===== config.mk =====
export PLATFORM = sky130hd
export DESIGN_NAME = mul_seq_ctrl_flat
export DESIGN_NICKNAME = d
export VERILOG_FILES = /design/src/rtl/mul_seq_ctrl_if.sv /design/src/rtl/mul_seq_ctrl.sv /design/src/flat_wrapper.sv
export SDC_FILE = /design/constraint.sdc
export NUM_CORES = 1
export LEC_CHECK = 0
export CELL_PAD_IN_SITES_DETAIL_PLACEMENT = 1
export CELL_PAD_IN_SITES_GLOBAL_PLACEMENT = 2
export CORE_MARGIN = 8
export CORE_UTILIZATION = 25
export DETAILED_ROUTE_END_ITERATION = 6
export GPL_TIMING_DRIVEN = 0
export PLACE_DENSITY = 0.78
export SLEW_MARGIN = 20
export SYNTH_ARGS = -nofsm -noshare
export SYNTH_HDL_FRONTEND = slang
export SYNTH_SLANG_ARGS = --single-unit

===== constraint.sdc =====
create_clock -name clk -period 3.8 [get_ports clk]
set_input_delay 0.38 -clock clk [delete_from_list [all_inputs] [get_ports clk]]
set_output_delay 0.38 -clock clk [all_outputs]
set_load 0.01 [all_outputs]

===== src/rtl/mul_seq_ctrl_if.sv =====
`default_nettype none
// ============================================================================
// Module  : mul_seq_ctrl_if
// Brief   : Request/result handshake and DSP multiplier port bundle.
// Revision: 1.0
// ============================================================================
interface mul_seq_ctrl_if;
    logic        in_valid;
    logic        in_ready;
    logic [1:0]  in_op;
    logic [31:0] in_src1;
    logic [31:0] in_src2;
    logic        kill;
    logic        busy;
    logic        out_valid;
    logic        out_ready;
    logic [31:0] out_result;
    logic [15:0] mul_a;
    logic [15:0] mul_b;
    logic        mul_signa;
    logic        mul_signb;
    logic        mul_en;
    logic [31:0] mul_p;

    modport slave (
        input  in_valid, in_op, in_src1, in_src2, kill, out_ready, mul_p,
        output in_ready, busy, out_valid, out_result,
               mul_a, mul_b, mul_signa, mul_signb, mul_en
    );

    modport master (
        output in_valid, in_op, in_src1, in_src2, kill, out_ready, mul_p,
        input  in_ready, busy, out_valid, out_result,
               mul_a, mul_b, mul_signa, mul_signb, mul_en
    );
endinterface
`default_nettype wire


===== src/rtl/mul_seq_ctrl.sv =====
`default_nettype none
// ============================================================================
// Module  : mul_seq_ctrl
// Brief   : 32x32 multiply sequenced as four 16x16 partial products on one
//           shared pipelined multiplier cell, accumulated into 64 bits.
// Revision: 1.0
// ============================================================================
module mul_seq_ctrl #(
    parameter int MUL_LAT = 1
) (
    input  logic          clk,
    input  logic          reset,
    mul_seq_ctrl_if.slave bus
);

    typedef enum logic [1:0] {
        S_IDLE  = 2'd0,
        S_ISSUE = 2'd1,
        S_DRAIN = 2'd2,
        S_DONE  = 2'd3
    } state_t;

    state_t                 r_state;
    state_t                 w_state_nxt;
    logic [1:0]             r_step;
    logic [1:0]             r_op;
    logic [31:0]            r_src1;
    logic [31:0]            r_src2;
    logic [63:0]            r_acc;
    logic [MUL_LAT-1:0]     r_tag_vld;
    logic [2*MUL_LAT-1:0]   r_tag_k;

    logic                   w_accept;
    logic                   w_kill;
    logic                   w_s1;
    logic                   w_s2;
    logic                   w_tag_in_vld;
    logic [MUL_LAT-1:0]     w_vld_shift;
    logic [2*MUL_LAT-1:0]   w_k_shift;
    logic                   w_out_vld;
    logic [1:0]             w_out_k;
    logic                   w_last;
    logic                   w_step_sign;
    logic [63:0]            w_ext;
    logic [63:0]            w_addend;
    logic                   w_mul_en;
    logic [15:0]            w_mul_a;
    logic [15:0]            w_mul_b;
    logic                   w_signa;
    logic                   w_signb;

    assign w_accept     = bus.in_valid & (r_state == S_IDLE);
    assign w_kill       = bus.kill & (r_state != S_IDLE);
    assign w_s1         = (r_op == 2'b01) | (r_op == 2'b10);
    assign w_s2         = (r_op == 2'b01);
    assign w_tag_in_vld = (r_state == S_ISSUE);

    generate
        if (MUL_LAT == 1) begin : g_tag_single
            assign w_vld_shift = w_tag_in_vld;
            assign w_k_shift   = r_step;
        end else begin : g_tag_multi
            assign w_vld_shift = {r_tag_vld[MUL_LAT-2:0], w_tag_in_vld};
            assign w_k_shift   = {r_tag_k[2*MUL_LAT-3:0], r_step};
        end
    endgenerate

    // Tag at the pipe output only counts while an operation is in flight,
    // so stale products left in the cell after kill/reset are never summed.
    assign w_out_vld = r_tag_vld[MUL_LAT-1] & ((r_state == S_ISSUE) | (r_state == S_DRAIN));
    assign w_out_k   = r_tag_k[2*MUL_LAT-1 -: 2];
    assign w_last    = w_out_vld & (w_out_k == 2'd3);

    always_comb begin
        w_step_sign = 1'b0;
        case (w_out_k)
            2'd0:    w_step_sign = 1'b0;
            2'd1:    w_step_sign = w_s2;
            2'd2:    w_step_sign = w_s1;
            default: w_step_sign = w_s1 | w_s2;
        endcase
    end

    assign w_ext    = w_step_sign ? {{32{bus.mul_p[31]}}, bus.mul_p} : {32'd0, bus.mul_p};
    assign w_addend = (w_out_k == 2'd0) ? w_ext :
                      (w_out_k == 2'd3) ? (w_ext << 32) : (w_ext << 16);

    always_comb begin
        w_state_nxt = r_state;
        w_mul_en    = 1'b0;
        w_mul_a     = 16'd0;
        w_mul_b     = 16'd0;
        w_signa     = 1'b0;
        w_signb     = 1'b0;
        case (r_state)
            S_IDLE: begin
                if (bus.in_valid) w_state_nxt = S_ISSUE;
            end
            S_ISSUE: begin
                w_mul_en = 1'b1;
                w_mul_a  = r_step[1] ? r_src1[31:16] : r_src1[15:0];
                w_mul_b  = r_step[0] ? r_src2[31:16] : r_src2[15:0];
                w_signa  = r_step[1] & w_s1;
                w_signb  = r_step[0] & w_s2;
                if (r_step == 2'd3) w_state_nxt = S_DRAIN;
            end
            S_DRAIN: begin
                // The cycle that consumes the last product needs no further advance.
                w_mul_en = ~w_last;
                if (w_last) w_state_nxt = S_DONE;
            end
            S_DONE: begin
                if (bus.out_ready) w_state_nxt = S_IDLE;
            end
            default: w_state_nxt = S_IDLE;
        endcase
        if (w_kill) w_state_nxt = S_IDLE;
    end

    always_ff @(posedge clk) begin
        if (reset) begin
            r_state   <= S_IDLE;
            r_step    <= 2'd0;
            r_op      <= 2'd0;
            r_src1    <= 32'd0;
            r_src2    <= 32'd0;
            r_acc     <= 64'd0;
            r_tag_vld <= '0;
            r_tag_k   <= '0;
        end else begin
            r_state <= w_state_nxt;
            if (w_kill) begin
                r_step    <= 2'd0;
                r_acc     <= 64'd0;
                r_tag_vld <= '0;
                r_tag_k   <= '0;
            end else if (w_accept) begin
                r_step <= 2'd0;
                r_op   <= bus.in_op;
                r_src1 <= bus.in_src1;
                r_src2 <= bus.in_src2;
                r_acc  <= 64'd0;
            end else begin
                if (r_state == S_ISSUE) r_step <= r_step + 2'd1;
                if (w_out_vld) r_acc <= r_acc + w_addend;
                if (w_last) begin
                    r_tag_vld <= '0;
                    r_tag_k   <= '0;
                end else if (w_mul_en) begin
                    r_tag_vld <= w_vld_shift;
                    r_tag_k   <= w_k_shift;
                end
            end
        end
    end

    assign bus.in_ready   = (r_state == S_IDLE);
    assign bus.busy       = (r_state != S_IDLE);
    assign bus.out_valid  = (r_state == S_DONE);
    assign bus.out_result = (r_state != S_DONE) ? 32'd0 :
                            (r_op == 2'b00)     ? r_acc[31:0] : r_acc[63:32];
    assign bus.mul_en     = w_mul_en;
    assign bus.mul_a      = w_mul_a;
    assign bus.mul_b      = w_mul_b;
    assign bus.mul_signa  = w_signa;
    assign bus.mul_signb  = w_signb;

endmodule
`default_nettype wire


===== src/flat_wrapper.sv =====
// flat-port wrapper written by rule: the top's interface ports become plain ports
module mul_seq_ctrl_flat 
#(
    parameter int MUL_LAT = 1
)
  (clk, reset, bus_in_valid, bus_in_op, bus_in_src1, bus_in_src2, bus_kill, bus_out_ready, bus_mul_p, bus_in_ready, bus_busy, bus_out_valid, bus_out_result, bus_mul_a, bus_mul_b, bus_mul_signa, bus_mul_signb, bus_mul_en);
  mul_seq_ctrl_if bus_i ();
  input  logic clk;
  input  logic reset;
  input wire logic [$bits(bus_i.in_valid)-1:0] bus_in_valid;
  input wire logic [$bits(bus_i.in_op)-1:0] bus_in_op;
  input wire logic [$bits(bus_i.in_src1)-1:0] bus_in_src1;
  input wire logic [$bits(bus_i.in_src2)-1:0] bus_in_src2;
  input wire logic [$bits(bus_i.kill)-1:0] bus_kill;
  input wire logic [$bits(bus_i.out_ready)-1:0] bus_out_ready;
  input wire logic [$bits(bus_i.mul_p)-1:0] bus_mul_p;
  output wire logic [$bits(bus_i.in_ready)-1:0] bus_in_ready;
  output wire logic [$bits(bus_i.busy)-1:0] bus_busy;
  output wire logic [$bits(bus_i.out_valid)-1:0] bus_out_valid;
  output wire logic [$bits(bus_i.out_result)-1:0] bus_out_result;
  output wire logic [$bits(bus_i.mul_a)-1:0] bus_mul_a;
  output wire logic [$bits(bus_i.mul_b)-1:0] bus_mul_b;
  output wire logic [$bits(bus_i.mul_signa)-1:0] bus_mul_signa;
  output wire logic [$bits(bus_i.mul_signb)-1:0] bus_mul_signb;
  output wire logic [$bits(bus_i.mul_en)-1:0] bus_mul_en;
  assign bus_i.in_valid = bus_in_valid;
  assign bus_i.in_op = bus_in_op;
  assign bus_i.in_src1 = bus_in_src1;
  assign bus_i.in_src2 = bus_in_src2;
  assign bus_i.kill = bus_kill;
  assign bus_i.out_ready = bus_out_ready;
  assign bus_i.mul_p = bus_mul_p;
  assign bus_in_ready = bus_i.in_ready;
  assign bus_busy = bus_i.busy;
  assign bus_out_valid = bus_i.out_valid;
  assign bus_out_result = bus_i.out_result;
  assign bus_mul_a = bus_i.mul_a;
  assign bus_mul_b = bus_i.mul_b;
  assign bus_mul_signa = bus_i.mul_signa;
  assign bus_mul_signb = bus_i.mul_signb;
  assign bus_mul_en = bus_i.mul_en;
  mul_seq_ctrl #(.MUL_LAT(MUL_LAT)) u_core (.clk(clk), .reset(reset), .bus(bus_i));
endmodule

==> results by group <==
Clock network
  • CTS sink count: approximately 140
  • H-tree depth: 4
  • Num CTS Buffers: 17
  • CTS tree: done
  • Reg clk slew, reported paths: approximately 0.070 ns
  • CTS max path bufs: 2
  • Post-CTS Hold Fix Bufs: 0
  • Root buffer selected by CTS: clkbuf_16
  • Worst-Skew Late Latency: between 0.4 and 0.5 ns

Run status
  • Failing checks: setup timing
  • Outcome: finished, violations left

Finish
  • Area grow syn2layout: 41.8%
  • Fin util: 0.360
  • Layout Nets: 1763
  • Post-route cell area: between 0.01 and 0.015 mm²
  • Inserted Diodes: 0
  • Layout cells sized above 1: 0.146

STA
  • RSZ-0062 raised after global routing: yes
  • Fmax: 244 MHz
  • Least-Margin Pin Slew: 0.962 ns
  • Fin crit period: 4.10 ns
  • Fin crit share: 1.08
  • Relative slew margins: 0.359
  • Final setup fails: 16
  • Final hold viol count: 0
  • Fin. max-slew vios: 0
  • Final setup margin: -0.301 ns
  • Clk_skew: 0.0138 ns

Routing
  • Initial DRC count: 574
  • Final antenna-violating net count: 0
  • DR pass1 iterations: 5
  • Drt via density: roughly 5.1
  • Drt total wl: approximately 46000 µm
  • DR vias: 10800
  • WL/cell: around 21 µm
  • DRC errors left: 0

Floorplanning
  • Total core area: ~0.04 mm²
  • Io pins: between 150 and 200
  • Die X: 217 µm
  • Starting Density: 0.254
  • Num rows: 73
  • Die Ht: approximately 220 µm
  • Area of the die: 0.0470 mm²

Synthesis
  • Fraction of synthesized area in multiplexers: 0.0853
  • Async S/R FF share, synth: 0
  • Seq/Total Area, Yosys: 0.272
  • Synth Area in Simple Gates: 0.211
  • Post-synth net total: 1519
  • Main synth FF type: dfxtp_1
  • Mapped Area: about 0.010 mm²
  • Post-synthesis compound-gate area fraction: 0.254
  • Post-synthesis register bit count: roughly 140
  • Synth Area in XOR/XNOR: 0.0452
  • Adder-cell area share of the yosys netlist: 0.0889
  • Cells after Synth: about 1300
  • Synth Warn #: 0
  • Synthesized area per cell: approximately 7.5 µm²
  • EDFF count, synth: 0
  • Largest family of logic cells by synthesized area: compound AO/OA/AOI/OAI gates
  • Unique cell type count in the Yosys netlist: 67

Power and ir drop
  • Part of the power in registers: 0.322
  • Switching part of the total: 0.376
  • Power per cell area: 366 mW/mm²
  • Int Power: ~3.3 mW
  • Clock network power share: 0.331
  • P_leak: ~5.6 nW
  • Worst vdd ir: 0.264 mV
  • Psw: just under 2 mW
  • Comb pwr share: 0.347

Global route
  • Global-route wire length before repair: 67900 µm
  • Remaining Overflow, GRT: 0
  • Vias in the first global route: between 10000 and 15000
  • GRT Overall Usage: 0.187
  • Antenna violations before repair: 2
  • Largest net degree at the start of global routing: 17

Placement
  • GP Congestion: 0.918
  • Hpwl dp: roughly 35000 µm
  • Pre-CTS setup slack: -1.40 ns
  • Placed Area: 0.0125 mm²
  • I/O Buffers: between 150 and 200

Setup path
  • Worst Setup End Kind: flip-flop
  • Maximum fanout along the worst path: 7
  • R2R Setup Slk: -0.30 ns
  • Depth of the worst register-to-register path: 18
  • WP data required: between 4 and 5 ns
  • Worst Setup Path Type: flip-flop to flip-flop
  • Worst setup SP type: flip-flop
  • Crit path DAT: about 4.5 ns

Hold path
  • Hold-critical path depth: 2
  • HP Class: flip-flop to flip-flop

Flow run
  • Max Cap Viol: 0
## power groups by stage
stage	sequential, mW	clock [mW]	combinational, mW
final	1.69	1.73	1.82
after global routing	1.71	1.84	1.98
after CTS	1.69	1.78	1.79
after detailed placement	1.72	0	1.70
after global placement	1.71	0	1.67
after floorplan	1.68	0	1.03
## cells by family (layout without fill, tap and decap cells)
family                   count (synthesis)  count (layout)
flip-flops                             137             137
AO/OA/AOI/OAI                          398             398
multiplexers                            84              84
XOR/XNOR                                52              52
buffers and inverters                  112             369
AND/OR/NAND/NOR                        491             491
adder cells (fa/ha/maj)                 71              71
## registers in the layout, indices dropped and copies added (netlist names)
signal	cells
u_core.r_tag_vld	1
u_core.r_tag_k	2
u_core.r_op	2
u_core.r_src2	32
u_core.r_state	2
u_core.r_step	2
u_core.r_src1	32
u_core.r_acc	64
## timing repair
| item | CTS | global route |
|---|---|---|
| endpoints found under the setup margin | 56 | 32 |
| cloned | 2 | 0 |
| resized for setup | 124 | 77 |
| pin swaps | 46 | 55 |
| buffers inserted | 29 | 31 |
## layer usage
metal | part of all wire | up-vias | global-route usage
met3 | 0.066 | 77 | 0.0488
met2 | 0.47 | 268 | 0.315
met5 | 0.00028 | - | 0
li1 | - | 5215 | -
met4 | 0.029 | 2 | 0.0564
met1 | 0.44 | 5222 | 0.232
## layout make-up
cell class	count	area, µm²
repair buffers	232	2240
clock buffers	19	433
fillers	4782	25400
clock inverters	13	144
well taps	525	657
multi-input cells	1096	7560
inverters	24	95.1
flip-flops and latches	137	2750
plain buffers	81	415
## final timing paths
check	start	end
worst min-delay path	u_core.r_src2[10]$_SDFFE_PP0P_	u_core.r_src2[10]$_SDFFE_PP0P_
worst max register to register	u_core.r_tag_k[0]$_SDFFE_PP0P_	u_core.r_acc[51]$_SDFFE_PP0P_
worst max-delay path	u_core.r_tag_k[0]$_SDFFE_PP0P_	u_core.r_acc[51]$_SDFFE_PP0P_
worst min register to register	u_core.r_src2[10]$_SDFFE_PP0P_	u_core.r_src2[10]$_SDFFE_PP0P_
## cells in the final DEF (no fill, tap or decap), drive strengths merged, types with 16 or more instances in the layout
cell	n
nand2	265
a21oi	173
clkdlybuf4s50	171
dfxtp	137
nor2	115
buf	88
clkbuf	72
ha	70
mux2i	69
o21ai	62
a21o	45
xnor2	32
a22o	30
nand3	27
inv	27
o21a	23
and2	22
xor2	20
nand4	16
## Yosys cell counts, drive strengths merged, types with 2 or more instances
cell type	instances	area, µm²
nand2	265	995
a21oi	173	870
dfxtp	137	2740
nor2	115	432
ha	70	876
mux2i	69	691
o21ai	62	333
clkbuf	61	230
a21o	45	338
xnor2	32	280
a22o	30	263
buf	27	123
nand3	27	135
inv	23	86.3
o21a	23	173
and2	22	138
xor2	20	175
nand4	16	115
mux2	15	169
a211oi	11	97.6
a31oi	10	77.6
o21bai	10	75.1
nor3	8	40.0
and4	7	61.3
nor2b	7	43.8
or3	6	37.5
a21boi	5	37.5
and3	5	31.3
nand2b	5	31.3
o211ai	5	42.5
a221o	4	40.0
a41oi	4	50.1
o31a	3	26.3
a221oi	2	23.8
nand3b	2	15.0
nor4	2	18.8
o22ai	2	12.5
o31ai	2	33.8
or2	2	12.5
## critical path: stages, from the launching register on
cell and delay, ns:
dfxtp_4 0.43, clkbuf_16 0.18, mux2_4 0.30, a22o_1 0.21, ha_1 0.30, buf_6 0.14
a21o_1 0.21, a31o_4 0.26, a211oi_4 0.25, o211ai_1 0.19, o21ai_4 0.23, o21ai_4 0.09
buf_6 0.12, or2_4 0.23, a221o_1 0.32, a21oi_2 0.17, xnor2_1 0.13, nand2_1 0.06
a21oi_1 0.17
## through the flow
| stage | hold WS [ns] | setup TNS, ns | power, mW | cells |
|---|---|---|---|---|
| 3_3_place_gp | 0.443 | -41.37 | 3.38 | 2042 |
| 5_1_grt | 0.473 | -4.51 | 5.53 | 2127 |
| 3_5_place_dp | 0.448 | -45.96 | 3.41 | 2042 |
| 2_1_floorplan | 0.436 | 0 | 2.71 | 1345 |
| 4_1_cts | 0.455 | -3.33 | 5.26 | 2100 |
| 6_report | 0.457 | -2.43 | 5.24 | 2127 |
No activity file was read; power rests on OpenSTA's default activity.
